[config.mk]
export PLATFORM = sky130hd
export DESIGN_NAME = pwm_dac_multi_flat
export DESIGN_NICKNAME = d
export VERILOG_FILES = /design/src/rtl/pwm_dac_multi_if.sv /design/src/rtl/pwm_dac_multi.sv /design/src/flat_wrapper.sv
export SDC_FILE = /design/constraint.sdc
export NUM_CORES = 1
export LEC_CHECK = 0
export CAP_MARGIN = 20
export CORE_MARGIN = 8
export CORE_UTILIZATION = 29
export DETAILED_ROUTE_END_ITERATION = 10
export PLACE_DENSITY_LB_ADDON = 0.05
export SLEW_MARGIN = 5
export SYNTH_ARGS = -nofsm -noshare
export SYNTH_HDL_FRONTEND = slang
export SYNTH_SLANG_ARGS = --single-unit
[constraint.sdc]
create_clock -name clk -period 3.3 [get_ports clk]
set_input_delay 0.66 -clock clk [delete_from_list [all_inputs] [get_ports clk]]
set_output_delay 0.66 -clock clk [all_outputs]
set_load 0.05 [all_outputs]
[src/rtl/pwm_dac_multi_if.sv]
// Duty-source bus for pwm_dac_multi: register request/ack and per-channel sample stream.
interface pwm_dac_multi_if #(
    parameter int WIDTH    = 12,
    parameter int CHANNELS = 2
);
    logic [CHANNELS-1:0]       mode;
    logic [CHANNELS*WIDTH-1:0] reg_duty;
    logic                      reg_req;
    logic                      reg_ack;
    logic [CHANNELS-1:0]       s_valid;
    logic [CHANNELS*WIDTH-1:0] s_data;
    logic [CHANNELS-1:0]       s_ready;

    modport master (
        output mode, reg_duty, reg_req, s_valid, s_data,
        input  reg_ack, s_ready
    );

    modport slave (
        input  mode, reg_duty, reg_req, s_valid, s_data,
        output reg_ack, s_ready
    );
endinterface

[src/rtl/pwm_dac_multi.sv]
// Multi-channel PWM DAC; duty updates commit only at the period boundary.
// Define PWM_PHASE_STAGGER_EN to spread channel counters evenly across the period.
module pwm_dac_multi #(
    parameter int WIDTH    = 12,
    parameter int CHANNELS = 2,
    parameter int PRESCALE = 1
) (
    input  logic                clk,
    input  logic                rst,
    pwm_dac_multi_if.slave      bus,
    input  logic                underflow_clr,
    output logic [CHANNELS-1:0] underflow,
    output logic                period_start,
    output logic [CHANNELS-1:0] pwm
);
    localparam int PW = (PRESCALE > 1) ? $clog2(PRESCALE) : 1;
    localparam logic [PW-1:0] PMAX = PW'(PRESCALE - 1);

    logic [PW-1:0]    psc;
    logic [WIDTH-1:0] cnt;
    logic             tick;
    logic             boundary;
    logic             pending;
    logic             reg_ack_q;
    logic [WIDTH-1:0] act    [CHANNELS];
    logic [WIDTH-1:0] shadow [CHANNELS];
    logic [WIDTH-1:0] cnt_c  [CHANNELS];

    assign tick        = (psc == PMAX);
    assign boundary    = tick && (cnt == '1);
    assign bus.reg_ack = reg_ack_q;
    assign bus.s_ready = boundary ? bus.mode : '0;

    for (genvar c = 0; c < CHANNELS; c++) begin : g_phase
`ifdef PWM_PHASE_STAGGER_EN
        localparam logic [WIDTH-1:0] OFS = WIDTH'((2 ** WIDTH / CHANNELS) * c);
        assign cnt_c[c] = cnt + OFS;
`else
        assign cnt_c[c] = cnt;
`endif
    end

    always_ff @(posedge clk or posedge rst) begin
        if (rst) begin
            psc          <= '0;
            cnt          <= '0;
            pending      <= 1'b0;
            reg_ack_q    <= 1'b0;
            period_start <= 1'b0;
            underflow    <= '0;
            pwm          <= '0;
            for (int c = 0; c < CHANNELS; c++) begin
                act[c]    <= '0;
                shadow[c] <= '0;
            end
        end else begin
            psc <= tick ? '0 : psc + 1'b1;
            if (tick) begin
                cnt <= cnt + 1'b1;
            end
            reg_ack_q    <= boundary && pending;
            period_start <= boundary;
            for (int c = 0; c < CHANNELS; c++) begin
                pwm[c] <= (cnt_c[c] < act[c]);
            end
            // Clear first so a same-cycle underflow set takes priority.
            if (underflow_clr) begin
                underflow <= '0;
            end
            if (boundary) begin
                for (int c = 0; c < CHANNELS; c++) begin
                    if (bus.mode[c]) begin
                        if (bus.s_valid[c]) begin
                            act[c] <= bus.s_data[c*WIDTH +: WIDTH];
                        end else begin
                            underflow[c] <= 1'b1;
                        end
                    end else if (pending) begin
                        act[c] <= shadow[c];
                    end
                end
            end
            // Requests seen while pending are dropped, not queued.
            if (boundary && pending) begin
                pending <= 1'b0;
            end else if (bus.reg_req && !pending) begin
                pending <= 1'b1;
                for (int c = 0; c < CHANNELS; c++) begin
                    shadow[c] <= bus.reg_duty[c*WIDTH +: WIDTH];
                end
            end
        end
    end
endmodule

[src/flat_wrapper.sv]
// flat-port wrapper written by rule: the top's interface ports become plain ports
module pwm_dac_multi_flat 
#(
    parameter int WIDTH    = 12,
    parameter int CHANNELS = 2,
    parameter int PRESCALE = 1
)
  (clk, rst, underflow_clr, underflow, period_start, pwm, bus_mode, bus_reg_duty, bus_reg_req, bus_s_valid, bus_s_data, bus_reg_ack, bus_s_ready);
  pwm_dac_multi_if #(.WIDTH(WIDTH), .CHANNELS(CHANNELS)) bus_i ();
  input  logic clk;
  input  logic rst;
  input  logic underflow_clr;
  output logic [CHANNELS-1:0] underflow;
  output logic period_start;
  output logic [CHANNELS-1:0] pwm;
  input wire logic [$bits(bus_i.mode)-1:0] bus_mode;
  input wire logic [$bits(bus_i.reg_duty)-1:0] bus_reg_duty;
  input wire logic [$bits(bus_i.reg_req)-1:0] bus_reg_req;
  input wire logic [$bits(bus_i.s_valid)-1:0] bus_s_valid;
  input wire logic [$bits(bus_i.s_data)-1:0] bus_s_data;
  output wire logic [$bits(bus_i.reg_ack)-1:0] bus_reg_ack;
  output wire logic [$bits(bus_i.s_ready)-1:0] bus_s_ready;
  assign bus_i.mode = bus_mode;
  assign bus_i.reg_duty = bus_reg_duty;
  assign bus_i.reg_req = bus_reg_req;
  assign bus_i.s_valid = bus_s_valid;
  assign bus_i.s_data = bus_s_data;
  assign bus_reg_ack = bus_i.reg_ack;
  assign bus_s_ready = bus_i.s_ready;
  pwm_dac_multi #(.WIDTH(WIDTH), .CHANNELS(CHANNELS), .PRESCALE(PRESCALE)) u_core (.clk(clk), .rst(rst), .bus(bus_i), .underflow_clr(underflow_clr), .underflow(underflow), .period_start(period_start), .pwm(pwm));
endmodule
=== Word-level counts from Yosys, hierarchy flattened ===
Index checks and enable logic that the tools add are counted.

* Output and inout port bits: 8
* Flip-flop bits (word level): 68

* Reductions and logical operators: 10
* Mux-type cells: 16
* Bitwise operators: 2
* Order comparisons: 2
* Equality and inequality tests: 3
* Add/subtract/negate cells: 2

{| class="wikitable"
|+ Operators by type and width
! operator !! number
|-
| 12-bit two-way mux || 6
|-
| 12-bit less-than comparator || 2
|-
| 12-bit by 1-bit adder with 12-bit output, second input constant || 1
|-
| 12-bit == test, second input constant || 1
|-
| 1-bit two-way mux || 7
|-
| 2-bit two-way mux || 3
|-
| 3-bit AND reduction || 2
|-
| 2-bit nonzero test || 3
|-
| 2-bit by 1-bit inequality test with 1-bit output, second input constant || 2
|-
| 1-bit logical AND || 3
|-
| 1-bit NOT || 2
|-
| 2-bit AND reduction || 1
|-
| 1-bit adder, second input constant || 1
|-
| 1-bit zero test || 1
|}

=== Depth between registers and ports, before layout ===
* Word-level depth: 5
* Mapped depth: 6
* Gate-level depth less buffers: 6

=== Worst setup path before layout ===
OpenSTA, ideal clock, no wires.

* Path kind: input port to output port
* Start: input bus_mode[1]
* End: output bus_s_ready[1]
* Stages: 4
* Setup slack: 0.932 ns
* Arrival: 1.708 ns
* Path buffers: 2
* Cells stage by stage: buf_2 -> buf_1 -> nand2_1 -> inv_1

* Cells in the longest elaborated chain, start to end: 1

{| class="wikitable"
|+ RTL lines
! what !! RTL line !! source
|-
| start: declaration || flat_wrapper.sv:16 || <nowiki>input wire logic [$bits(bus_i.mode)-1:0] bus_mode;</nowiki>
|-
| 2-bit two-way mux || pwm_dac_multi.sv:32 || <nowiki>assign bus.s_ready = boundary ? bus.mode : '0;</nowiki>
|-
| end: declaration || flat_wrapper.sv:22 || <nowiki>output wire logic [$bits(bus_i.s_ready)-1:0] bus_s_ready;</nowiki>
|}

Every way passes these cells.

=== Worst setup path after layout ===
* Start: register u_core.cnt[1]
* End: output bus_s_ready[1]

* Cells in the longest elaborated chain, start to end: 3

{| class="wikitable"
|+ RTL lines
! what !! RTL line !! source
|-
| start: declaration || pwm_dac_multi.sv:20 || <nowiki>logic [WIDTH-1:0] cnt;</nowiki>
|-
| start signal: assignment || pwm_dac_multi.sv:59 || <nowiki>cnt <= cnt + 1'b1;</nowiki>
|-
| 12-bit == test || pwm_dac_multi.sv:30 || <nowiki>assign boundary = tick && (cnt == '1);</nowiki>
|-
| 1-bit logical AND || pwm_dac_multi.sv:30 ||
|-
| net u_core.boundary || pwm_dac_multi.sv:22 || <nowiki>logic boundary;</nowiki>
|-
| 2-bit two-way mux || pwm_dac_multi.sv:32 ||
|}

The timed path passes the listed nets, and every way through them passes these cells.

==> flow_summary.json <==
{
  "worst_ep_required_time_ns": 2.64,
  "finalHoldViolCount": 0,
  "grt_pass1_wl_um": 12300,
  "postRouteAntennaNets": 0,
  "hpwlAfterDp_um": 5520,
  "power_density_nw_per_um2": 420,
  "drt_first_pass_iters": 3,
  "postSynthNetCount": 348,
  "yosysWarningCount": 0,
  "period_minus_slack_ns": 2.62,
  "list_of_cells_traversed_by_the_critical_path": "ha_1, nand2_1, nor4_4, nand2_1, inv_1, buf_12",
  "crit_buf_inv": 2,
  "regToRegEndpoint": "u_core.act[12]",
  "p_leak_uw": 0.00210,
  "worst_r2r_start": "u_core.cnt[1]",
  "n_antenna_cell": 0,
  "type_of_the_tightest_min_delay_check": "reg2reg",
  "finalCritPeriodShare_pct": 79.5,
  "worst-slew-pin-transition_ns": 0.654,
  "synth_sequential_area_ratio_pct": 49.9,
  "critical_path_arrival_ns": 1.96,
  "globalRouteOverflowTotal": 0,
  "peakVddDrop_uv": 190,
  "grt_use_total_pct": 10.5,
  "final.hold.worst_slack_ns": 0.502,
  "placedInstanceArea_um2": 4170,
  "avgSynthCellArea_um2": 12.5,
  "drc_errors": 0,
  "timing.setup.tns_ns": 0,
  "cp-endpoint": "bus_s_ready[1]",
  "routedWlPerCell_um": 15.1,
  "timing.critical_path.slowest_stage_cell": "sky130_fd_sc_hd__dfrtp_1",
  "placeableCoreArea_um2": 11400,
  "numCtsBuffers": 9,
  "port-buffer-count": 63,
  "postCtsHoldBufs": 0,
  "status": "completed",
  "mappedNetlistArea_um2": 3360,
  "layout.cell_area.non_filler_um2": 4420,
  "critPathTopFamily": "simple AND/OR/NAND/NOR gates",
  "layout-area-overhead-vs-synth_pct": 31.5,
  "cts_setup_buffers": 0,
  "route.detailed.vias_per_inst": 4.44,
  "cts.reportedPaths.clkPinSlew_ns": 0.05,
  "floorplan.io_pins": 64,
  "fp-row-count": 39,
  "grt_setup_unrepaired": "no",
  "timing.critical_path.mode_cell": "sky130_fd_sc_hd__nand2_1",
  "fmax_ghz": 0.381,
  "wl_um": 7310,
  "clk_root_buffer_cell": "sky130_fd_sc_hd__clkbuf_16",
  "nNetsFinal": 418,
  "synthesis.instances": 269,
  "ys_types": 35,
  "gpl.final_weighted_congestion": 0.728,
  "starting_density_of_the_core_pct": 29.6,
  "antenna_found_initial": 0,
  "critical_path_source_type": "flop",
  "critical_path_cell_count": 6,
  "clock_tree.htree_level_count": 3,
  "worstRegToRegCells": 5,
  "grt_pass1_vias": 2426,
  "critical_path_class": "reg2out",
  "timing.critical_path.fanout_max": 6,
  "number_of_drc_markers_after_the_initial_detailed_route_iteration": 49,
  "max_stage_delay_ns": 0.44,
  "fp.dieH_um": 124,
  "via_count": 2155,
  "insertion_delay_ns": 0.32,
  "critPathLaunch": "u_core.cnt[1]",
  "maxSlewHeadroom_pct": 56.3,
  "finClkSkew_ns": 0.00682,
  "slew_violations": 0,
  "synth.ff_latch_count": 67,
  "worstSetupEndpointType": "output port",
  "layout-drive-gt1-share_pct": 15.2,
  "drv.max_cap_violation_count": 0,
  "grt_max_degree": 41,
  "tritoncts": "done",
  "dieWidth_um": 124,
  "timing.final.setup_violations": 0,
  "clock_sink_count": 67,
  "ctsLongestPathBuffers": 2,
  "report.power.total_uw": 1860,
  "rrSetupSlack_ns": 1.20,
  "dieArea_um2": 15300,
  "cts_repair_resize_count": 0
}
-- routing by layer --
layer  track usage [%]  up-vias  share of wire, %
li1                  -     1076                 -
met1              13.5     1023                48
met2              15.6       45                44
met3              3.67       11               6.0
met4              4.51        0               1.7
met5                 0        -                 0
-- cell families (layout without fill, tap and decap cells) --
logic type                 count (synthesis)  after routing  synth area share (%)
AOI/OAI and AO/OA                         21             21                  4.17
xor gates and xnor gates                  10             10                  2.60
adders and majority gates                 23             23                  8.56
buffers and inverters                     39            112                  5.47
DFF                                       67             67                  49.9
muxes                                     74             74                  23.1
and+or+nand+nor                           35             35                  6.29
-- where the power goes --
group	total [µW]	switching (µW)	internal (µW)	leakage [µW]
Sequential	872	15.5	857	0.000753
Combinational	157	52.3	105	0.00122
Clock	827	333	494	0.000128
-- area by class of cell --
| cell class | instances | area [µm²] |
|---|---|---|
| clock buffers | 10 | 229 |
| clock inverters | 4 | 20.0 |
| fillers | 1123 | 6950 |
| inverters | 30 | 113 |
| multi-input cells | 163 | 1510 |
| flip-flops and latches | 67 | 1680 |
| well taps | 143 | 179 |
| repair buffers | 68 | 701 |
-- sequential cells by signal (all words and copies together), names as in the netlist --
signal and count:
u_core.act 24, u_core.bus.reg_ack 1, u_core.cnt 12, u_core.pending 1, u_core.period_start 1, u_core.pwm 2, u_core.shadow 24, u_core.underflow 2
-- layout by cell type (no fill, tap or decap), types with 4 or more instances in the layout --
cell type and n:
sky130_fd_sc_hd__clkbuf_16 9, sky130_fd_sc_hd__mux2i_1 46, sky130_fd_sc_hd__ha_1 23, sky130_fd_sc_hd__xnor2_1 8
sky130_fd_sc_hd__mux2_2 26, sky130_fd_sc_hd__a21oi_1 4, sky130_fd_sc_hd__clkinv_2 4, sky130_fd_sc_hd__nand4_1 5
sky130_fd_sc_hd__clkdlybuf4s50_1 61, sky130_fd_sc_hd__buf_4 4, sky130_fd_sc_hd__nor2_1 7, sky130_fd_sc_hd__dfrtp_1 67
sky130_fd_sc_hd__inv_1 29, sky130_fd_sc_hd__nand2_1 8
-- worst min path at each step --
stage                              endpoint  cells past startpoint  slack, ns              start
after floorplan               u_core.act[0]                      1       0.46      u_core.act[0]
after global placement    u_core.shadow[15]                      1       0.49  u_core.shadow[15]
after detailed placement   u_core.shadow[1]                      1       0.50   u_core.shadow[1]
after CTS                 u_core.shadow[15]                      1       0.51  u_core.shadow[15]
after global routing      u_core.shadow[20]                      1       0.52  u_core.shadow[20]
final                     u_core.shadow[20]                      1       0.50  u_core.shadow[20]
-- cells in the mapped netlist --
cell | n | area share [%]
sky130_fd_sc_hd__a31oi_1 | 1 | 0.19
sky130_fd_sc_hd__a211oi_1 | 3 | 0.67
sky130_fd_sc_hd__inv_1 | 30 | 3.3
sky130_fd_sc_hd__o31ai_1 | 1 | 0.22
sky130_fd_sc_hd__and3_1 | 1 | 0.19
sky130_fd_sc_hd__xnor2_1 | 8 | 2.1
sky130_fd_sc_hd__and4_1 | 2 | 0.52
sky130_fd_sc_hd__nor2b_1 | 2 | 0.37
sky130_fd_sc_hd__mux2_1 | 2 | 0.67
sky130_fd_sc_hd__a221oi_1 | 1 | 0.26
sky130_fd_sc_hd__buf_2 | 4 | 0.60
sky130_fd_sc_hd__buf_1 | 1 | 0.11
sky130_fd_sc_hd__buf_12 | 2 | 1.2
sky130_fd_sc_hd__a211o_1 | 1 | 0.26
sky130_fd_sc_hd__ha_1 | 23 | 8.6
sky130_fd_sc_hd__o21a_1 | 1 | 0.22
sky130_fd_sc_hd__mux2_2 | 26 | 8.7
sky130_fd_sc_hd__a2111oi_0 | 1 | 0.26
sky130_fd_sc_hd__a21oi_1 | 4 | 0.60
sky130_fd_sc_hd__o22ai_1 | 2 | 0.37
sky130_fd_sc_hd__nor4_4 | 1 | 0.63
sky130_fd_sc_hd__o21ai_0 | 3 | 0.45
sky130_fd_sc_hd__dfrtp_1 | 67 | 50
sky130_fd_sc_hd__xor2_1 | 2 | 0.52
sky130_fd_sc_hd__nor2_1 | 7 | 0.78
sky130_fd_sc_hd__mux2i_1 | 46 | 14
sky130_fd_sc_hd__and2b_4 | 2 | 0.60
sky130_fd_sc_hd__a21o_1 | 3 | 0.67
sky130_fd_sc_hd__clkbuf_1 | 2 | 0.22
sky130_fd_sc_hd__nand2_1 | 8 | 0.89
sky130_fd_sc_hd__nand4_2 | 1 | 0.37
sky130_fd_sc_hd__nand2b_1 | 2 | 0.37
sky130_fd_sc_hd__nand4_1 | 5 | 0.93
sky130_fd_sc_hd__nand3_1 | 3 | 0.45
sky130_fd_sc_hd__and2_1 | 1 | 0.19
-- worst register-to-register path, delay by kind of cell, from the launching register on --
| family | cells | cell delay, ns |
|---|---|---|
| and+or+nand+nor | 3 | 0.92 |
| DFF | 1 | 0.44 |
| adders and majority gates | 1 | 0.27 |
| muxes | 1 | 0.35 |
-- through the flow --
step                      cells  setup WS [ns]  util (%)
after CTS                   485          0.644      38.9
after floorplan             269          0.932         -
after global routing        485          0.512      38.9
final                       485          0.677      38.9
after detailed placement    471           1.02      36.7
after global placement      471           1.05      36.7
No activity file was read; power rests on OpenSTA's default activity.
